==> config.mk <==
export PLATFORM = sky130hd
export DESIGN_NAME = icache_ctrl
export DESIGN_NICKNAME = d
export VERILOG_FILES = /design/src/rtl/mips_pkg.sv /design/src/rtl/icache_data_array.sv /design/src/rtl/icache_ctrl.sv
export SDC_FILE = /design/constraint.sdc
export NUM_CORES = 2
export LEC_CHECK = 0
export CAP_MARGIN = 20
export CORE_MARGIN = 2
export CORE_UTILIZATION = 40
export CTS_CLUSTER_DIAMETER = 30
export DETAILED_ROUTE_END_ITERATION = 6
export PLACE_DENSITY = 0.58
export SLEW_MARGIN = 0
export SYNTH_ARGS = -nofsm -noshare
export SYNTH_HDL_FRONTEND = slang
export SYNTH_HIERARCHICAL = 1
export SYNTH_MEMORY_MAX_BITS = 65536
export SYNTH_SLANG_ARGS = --single-unit
==> constraint.sdc <==
create_clock -name CLK -period 52.6 [get_ports CLK]
set_clock_uncertainty 0.2 [all_clocks]
set_input_delay 7.89 -clock CLK [delete_from_list [all_inputs] [get_ports CLK]]
set_output_delay 7.89 -clock CLK [all_outputs]
set_load 0.01 [all_outputs]
==> src/rtl/mips_pkg.sv <==
// Shared definitions for the instruction cache controller.
//   state_e         : controller FSM states
//   BLOCK_W         : width of one cache block in bits (eight 32-bit words)
//   WORDS_PER_BLOCK : instruction words per block
//   OFFSET_W        : byte-offset bits within a block
package mips_pkg;

  localparam int unsigned BLOCK_W         = 256;
  localparam int unsigned WORDS_PER_BLOCK = 8;
  localparam int unsigned OFFSET_W        = 5;

  typedef enum logic [1:0] {
    StIdle     = 2'd0,
    StMissReq  = 2'd1,
    StMissWait = 2'd2,
    StFill     = 2'd3
  } state_e;

endpackage

==> src/rtl/icache_data_array.sv <==
// Data and tag storage for the direct-mapped instruction cache.
// One synchronous write port, one asynchronous read port. Contents are not reset;
// validity is tracked by the controller.
//   clk_i    : clock
//   we_i     : write enable (block + tag)
//   waddr_i  : write line index
//   wdata_i  : block to write
//   wtag_i   : tag to write
//   raddr_i  : read line index
//   rdata_o  : block at raddr_i
//   rtag_o   : tag at raddr_i
module icache_data_array
  import mips_pkg::*;
#(
  parameter int unsigned NumLines = 16,
  parameter int unsigned TagW     = 23,
  parameter int unsigned IdxW     = $clog2(NumLines)
) (
  input  logic                clk_i,
  input  logic                we_i,
  input  logic [IdxW-1:0]     waddr_i,
  input  logic [BLOCK_W-1:0]  wdata_i,
  input  logic [TagW-1:0]     wtag_i,
  input  logic [IdxW-1:0]     raddr_i,
  output logic [BLOCK_W-1:0]  rdata_o,
  output logic [TagW-1:0]     rtag_o
);

  logic [BLOCK_W-1:0] data_q [NumLines];
  logic [TagW-1:0]    tag_q  [NumLines];

  always_ff @(posedge clk_i) begin
    if (we_i) begin
      data_q[waddr_i] <= wdata_i;
      tag_q[waddr_i]  <= wtag_i;
    end
  end

  assign rdata_o = data_q[raddr_i];
  assign rtag_o  = tag_q[raddr_i];

endmodule

==> src/rtl/icache_ctrl.sv <==
// Direct-mapped, blocking instruction cache controller.
// A hit returns the word one cycle after the lookup. A miss freezes the pipeline,
// issues a one-cycle block read, waits for the block, fills the line and returns
// to idle where the held fetch looks up again and hits.
// Optional feature: define ICACHE_STATS_EN to build saturating hit/miss counters;
// otherwise hit_count and miss_count are tied to zero.
//   CLK, RESET        : clock, asynchronous active-low reset
//   Instr_address_2IM : byte fetch address;  fetch_valid : fetch request
//   flush             : invalidate all lines
//   Instr1_fIM        : fetched word;  instr_valid : word is valid
//   FREEZE            : pipeline stall request
//   iBlkRead          : block read request;  iblk_address : block-aligned address
//   block_read_fIM    : returned block;  iblk_ready : block valid this cycle
//   hit_count, miss_count : statistics counters
module icache_ctrl
  import mips_pkg::*;
#(
  parameter int unsigned NUM_LINES = 16,
  parameter int unsigned ADDR_W    = 32
) (
  input  logic                CLK,
  input  logic                RESET,
  input  logic [ADDR_W-1:0]   Instr_address_2IM,
  input  logic                fetch_valid,
  input  logic                flush,
  output logic [31:0]         Instr1_fIM,
  output logic                instr_valid,
  output logic                FREEZE,
  output logic                iBlkRead,
  output logic [ADDR_W-1:0]   iblk_address,
  input  logic [BLOCK_W-1:0]  block_read_fIM,
  input  logic                iblk_ready,
  output logic [31:0]         hit_count,
  output logic [31:0]         miss_count
);

  localparam int unsigned IdxW = $clog2(NUM_LINES);
  localparam int unsigned TagW = ADDR_W - OFFSET_W - IdxW;

  state_e state_q, state_d;

  logic [ADDR_W-1:0]    miss_addr_q;
  logic [NUM_LINES-1:0] valid_q;
  logic [31:0]          instr_q;
  logic                 instr_valid_q;

  logic [IdxW-1:0]      rd_idx, wr_idx;
  logic [TagW-1:0]      rd_tag, arr_tag;
  logic [BLOCK_W-1:0]   arr_data;
  logic [7:0]           word_lsb;
  logic [31:0]          rd_word;
  logic                 hit, lookup, hit_lookup, miss_lookup, fill_we;

  // Lookup always uses the live fetch address; only IDLE acts on the result.
  assign rd_idx   = Instr_address_2IM[OFFSET_W +: IdxW];
  assign rd_tag   = Instr_address_2IM[ADDR_W-1 -: TagW];
  assign word_lsb = {Instr_address_2IM[4:2], 5'b0};
  assign rd_word  = arr_data[word_lsb +: 32];
  assign hit      = valid_q[rd_idx] && (arr_tag == rd_tag);

  // Gated by RESET so FREEZE drops immediately while reset is held.
  assign lookup      = RESET && (state_q == StIdle) && fetch_valid;
  assign hit_lookup  = lookup && hit;
  assign miss_lookup = lookup && !hit;

  // The fill always targets the latched miss address, not the live one.
  assign wr_idx  = miss_addr_q[OFFSET_W +: IdxW];
  assign fill_we = (state_q == StMissWait) && iblk_ready;

  icache_data_array #(
    .NumLines (NUM_LINES),
    .TagW     (TagW),
    .IdxW     (IdxW)
  ) u_data_array (
    .clk_i   (CLK),
    .we_i    (fill_we),
    .waddr_i (wr_idx),
    .wdata_i (block_read_fIM),
    .wtag_i  (miss_addr_q[ADDR_W-1 -: TagW]),
    .raddr_i (rd_idx),
    .rdata_o (arr_data),
    .rtag_o  (arr_tag)
  );

  // FSM state register
  always_ff @(posedge CLK or negedge RESET) begin
    if (!RESET) state_q <= StIdle;
    else        state_q <= state_d;
  end

  // FSM next state
  always_comb begin
    state_d = state_q;
    unique case (state_q)
      StIdle:     if (miss_lookup) state_d = StMissReq;
      StMissReq:  state_d = StMissWait;
      StMissWait: if (iblk_ready) state_d = StFill;
      StFill:     state_d = StIdle;
      default:    state_d = StIdle;
    endcase
  end

  // FSM outputs
  always_comb begin
    FREEZE   = (state_q != StIdle) || miss_lookup;
    iBlkRead = (state_q == StMissReq);
  end

  // Datapath: miss address, valid bits, returned word
  always_ff @(posedge CLK or negedge RESET) begin
    if (!RESET) begin
      miss_addr_q   <= '0;
      valid_q       <= '0;
      instr_q       <= '0;
      instr_valid_q <= 1'b0;
    end else begin
      if (miss_lookup) miss_addr_q <= Instr_address_2IM;
      // flush wins over a coincident fill so the filled line stays invalid
      if (flush)        valid_q         <= '0;
      else if (fill_we) valid_q[wr_idx] <= 1'b1;
      instr_valid_q <= hit_lookup;
      if (hit_lookup) instr_q <= rd_word;
    end
  end

  assign Instr1_fIM   = instr_q;
  assign instr_valid  = instr_valid_q;
  assign iblk_address = {miss_addr_q[ADDR_W-1:OFFSET_W], {OFFSET_W{1'b0}}};

  // Byte-in-word and block-offset bits of the latched address are never needed.
  logic unused_addr_bits;
  assign unused_addr_bits = ^{Instr_address_2IM[1:0], miss_addr_q[OFFSET_W-1:0]};

`ifdef ICACHE_STATS_EN
  logic [31:0] hit_count_q, miss_count_q;

  always_ff @(posedge CLK or negedge RESET) begin
    if (!RESET) begin
      hit_count_q  <= '0;
      miss_count_q <= '0;
    end else begin
      if (hit_lookup && (hit_count_q != '1))   hit_count_q  <= hit_count_q + 32'd1;
      if (miss_lookup && (miss_count_q != '1)) miss_count_q <= miss_count_q + 32'd1;
    end
  end

  assign hit_count  = hit_count_q;
  assign miss_count = miss_count_q;
`else
  assign hit_count  = '0;
  assign miss_count = '0;
`endif

endmodule

==> results.py <==
metrics = {
    "status": {
        "outcome": "complete, no violations",
    },
    "clock_tree": {
        "ctsHoldBuffers": 0,
        "cts-htree-levels": 6,
        "cts_setup_buffers": 0,
        "clock_latency_ns": 1.08,
        "cts.sinks": 4542,
        "cts_made_buffers": 811,
        "max-clock-path-buffers": 4,
        "cts_repair_resize_count": 0,
        "clkTransAtPathRegs_ns": 0.05,
        "clock-root-buffer": "clkbuf_16",
        "cts_tree": "built",
    },
    "setup_path": {
        "rrSetupSlack_ns": 46.20,
        "cpPeakStageDelay_ns": 0.82,
        "startpoint_type": "input port",
        "cp-end-kind": "primary output",
        "timing.rr.end": "u_data_array/data_q[0][89]$_DFFE_PP_",
        "worst_r2r_path_depth": 10,
        "path_class": "input port to primary output",
        "critPathSlowestCell": "nor4_1",
        "cp.arrival_ns": 13.09,
        "startpoint": "Instr_address_2IM[6]",
        "crit_chain": "buf_8, buf_12, buf_4, nor2b_4, a22oi_1, nand2_1, xnor2_1, nand4_1, nor4_1, a31oi_4, nand2b_1, clkdlybuf4s50_1",
        "critical_path_buf_inv_count": 4,
        "crit_family": "buffers and inverters",
        "worstPathRequired_ns": 44.51,
        "path_max_fanout": 103,
        "r2r_start": "state_q[0]$_DFFE_PN0P_",
    },
    "synth": {
        "synth_top_family_by_area": "multiplexers",
        "synth-edff-count": 4464,
        "synth-simple-area-share": 0.00991,
        "synthesis.area_um2": 173000,
        "syn_inst": 7433,
        "synthMuxAreaShare": 0.160,
        "synth_fa_ha_area_frac": 0.000289,
        "synth_compound_area_frac": 0.0271,
        "ys_top_cells_by_area": "edfxtp_1, mux4_2, a22oi_1",
        "synth-main-ff-cell": "edfxtp_1",
        "synthXorXnorAreaFrac": 0.00116,
        "avgSynthCellArea_um2": 23.3,
        "ys_ff_latch": 4542,
        "async_flop_share": 0.0172,
        "synth_cell_type_count": 43,
        "netlist.area_leader.share": 0.775,
        "ys_seq_area_frac": 0.786,
        "yosys_warnings": 6,
        "yosysTopAreaCell": "edfxtp_1",
    },
    "sta": {
        "tightest_slew_ns": 1.18,
        "slew_headroom": 0.214,
        "finalSetupViolCount": 0,
        "finalHoldViolations": 0,
        "rsz0062_at_grt": "no",
        "drv_slew": 0,
        "period_minus_slack_ns": 21.18,
        "finalSetupTns_ns": 0,
        "timing.fmax_mhz": 47.2,
        "timing.final.crit_share": 0.403,
    },
    "die": {
        "die_w_um": 662,
        "core_area_um2": 431000,
        "io_pins": 424,
        "fp.dieH_um": 662,
        "die-area_um2": 438000,
        "std_cell_rows": 241,
        "start_util": 0.402,
    },
    "power": {
        "p_seq_frac": 0.416,
        "switching_power_mw": 2.29,
        "power_density_nw_per_um2": 48.1,
        "combPwrFrac": 0.056,
        "vdd_drop_max_mv": 0.0339,
        "p_total_mw": 10.2,
        "sw_frac_of_total": 0.224,
        "internal_power_mw": 7.92,
        "power_frac_clock": 0.528,
        "p_leak_nw": 68.4,
    },
    "placed_design": {
        "dpl.hpwl_um": 259000,
        "port_buffers": 352,
        "place.gp.congestion": 0.759,
        "dpl_cell_area_um2": 183000,
    },
    "layout": {
        "drive_gt1_frac": 0.312,
        "fillers": 33800,
        "utilization": 0.492,
        "final_nets": 8673,
        "final_cell_area_um2": 212000,
        "syn2layout_area_growth_pct": 22.5,
    },
    "global_route": {
        "grt_pass1_vias": 87300,
        "grt_antenna_before_repair": 165,
        "top_usage_layer": "met2",
        "use_met3": 0.0456,
        "use_met2": 0.356,
        "grt_max_degree": 145,
        "grt_pass1_wl_um": 673000,
        "gr-total-overflow": 0,
        "grt_use_met1": 0.294,
        "grtUsageTotal": 0.218,
    },
    "detailed_routing": {
        "firstDrtPassIters": 6,
        "vias_per_cell": 5.74,
        "routed_wl_um": 482000,
        "first_iter_violations": 8825,
        "ant_nets": 0,
        "wl_per_cell_um": 32.5,
        "vias": 85000,
        "drcViolationCount": 0,
    },
    "flow_run": {
        "drv_cap": 0,
    },
    "worst_hold_path": {
        "min_to": "Instr1_fIM[22]$_DFFE_PN0P_",
        "hp-class": "flip-flop to flip-flop",
        "hp-start": "Instr1_fIM[22]$_DFFE_PN0P_",
        "min_path_cells": 2,
    },
}
through the flow:
step | hold slack, ns | cells | worst slack [ns]
2_1_floorplan | 0.254 | 7501 | 23.80
6_report | 0.287 | 14800 | 31.42
3_3_place_gp | 0.273 | 13300 | 31.51
4_1_cts | 0.286 | 14800 | 31.47
5_1_grt | 0.318 | 14800 | 31.16
3_5_place_dp | 0.276 | 13300 | 31.48
how the worst max path moves through the flow:
| stage | end | cells after the start | slack [ns] |
|---|---|---|---|
| floorplan | u_data_array/data_q[0][0]$_DFFE_PP_ | 4 | 23.80 |
| global placement | FREEZE | 11 | 31.51 |
| detailed placement | FREEZE | 12 | 31.48 |
| CTS | FREEZE | 12 | 31.47 |
| global route | FREEZE | 12 | 31.16 |
| finish | FREEZE | 12 | 31.42 |
tightest hold or removal path, stage by stage (launching register included):
cell     delay, ns
dfrtp_1       0.34
nand2_1       0.05
o21ai_0       0.06
Yosys cell counts, types with 7 or more instances:
| master | n |
|---|---|
| mux4_2 | 1118 |
| nor2_1 | 34 |
| a221oi_1 | 27 |
| buf_4 | 154 |
| nand2_1 | 252 |
| buf_6 | 12 |
| buf_2 | 106 |
| dfrtp_1 | 78 |
| mux2_2 | 135 |
| buf_1 | 64 |
| xnor2_1 | 23 |
| mux2i_1 | 80 |
| nor2b_1 | 44 |
| inv_1 | 7 |
| nand2b_1 | 32 |
| edfxtp_1 | 4464 |
| o21ai_0 | 60 |
| o221ai_1 | 36 |
| clkbuf_1 | 147 |
| a22oi_1 | 486 |
| o22a_1 | 9 |
| mux2_4 | 8 |
| a21oi_1 | 13 |
kinds of logic (layout without fill, tap and decap cells):
family | Yosys count | count (layout)
flops | 4542 | 4542
mux | 1345 | 1345
compound gates | 637 | 637
buf+inv | 492 | 2066
simple gates | 389 | 389
xor+xnor | 23 | 23
fa+ha+maj | 4 | 4
other cells | 1 | 107
per-layer routing:
layer | up-vias | wire length, µm | part of all wire
met1 | 46400 | 194000 | 0.40
met2 | 3721 | 237000 | 0.49
met3 | 792 | 37900 | 0.079
li1 | 34000 | - | -
met5 | - | 494 | 0.0010
met4 | 76 | 13000 | 0.027
sequential cells by signal (all words and copies together), names as in the netlist:
name,cells
state_q,2
valid_q,16
u_data_array/tag_q,368
miss_addr_q,27
instr_valid,1
Instr1_fIM,32
u_data_array/data_q,4096
area by class of cell:
cell class	count	area [µm²]	share of cell area
timing repair buffer	547	5260	0.0248
multi-input combinational	2467	34800	0.164
sequential	4542	136000	0.641
clock buffer	906	21000	0.0989
tap	5710	7140	0.0337
antenna	38	95.1	0.000449
clock inverter	606	7700	0.0363
inverter	7	26.3	0.000124
cell usage in the layout (no fill, tap or decap), drive strengths merged, types with 38 or more instances in the layout:
cell type,instances
edfxtp,4464
mux4,1121
clkbuf,906
a22oi,486
clkdlybuf4s50,344
clkinv,292
nand2,252
buf,203
mux2,144
bufinv,134
inv,101
clkinvlp,86
mux2i,80
dfrtp,78
conb,69
o21ai,60
nor2b,44
diode,38
power groups by stage:
stage,clock [mW],sequential [mW],combinational [mW]
2_1_floorplan,0,4.35,0.297
3_3_place_gp,0,4.30,0.576
3_5_place_dp,0,4.31,0.583
4_1_cts,5.46,4.24,0.585
5_1_grt,5.63,4.25,0.607
6_report,5.39,4.24,0.575
Power figures use the tool's default switching activity.
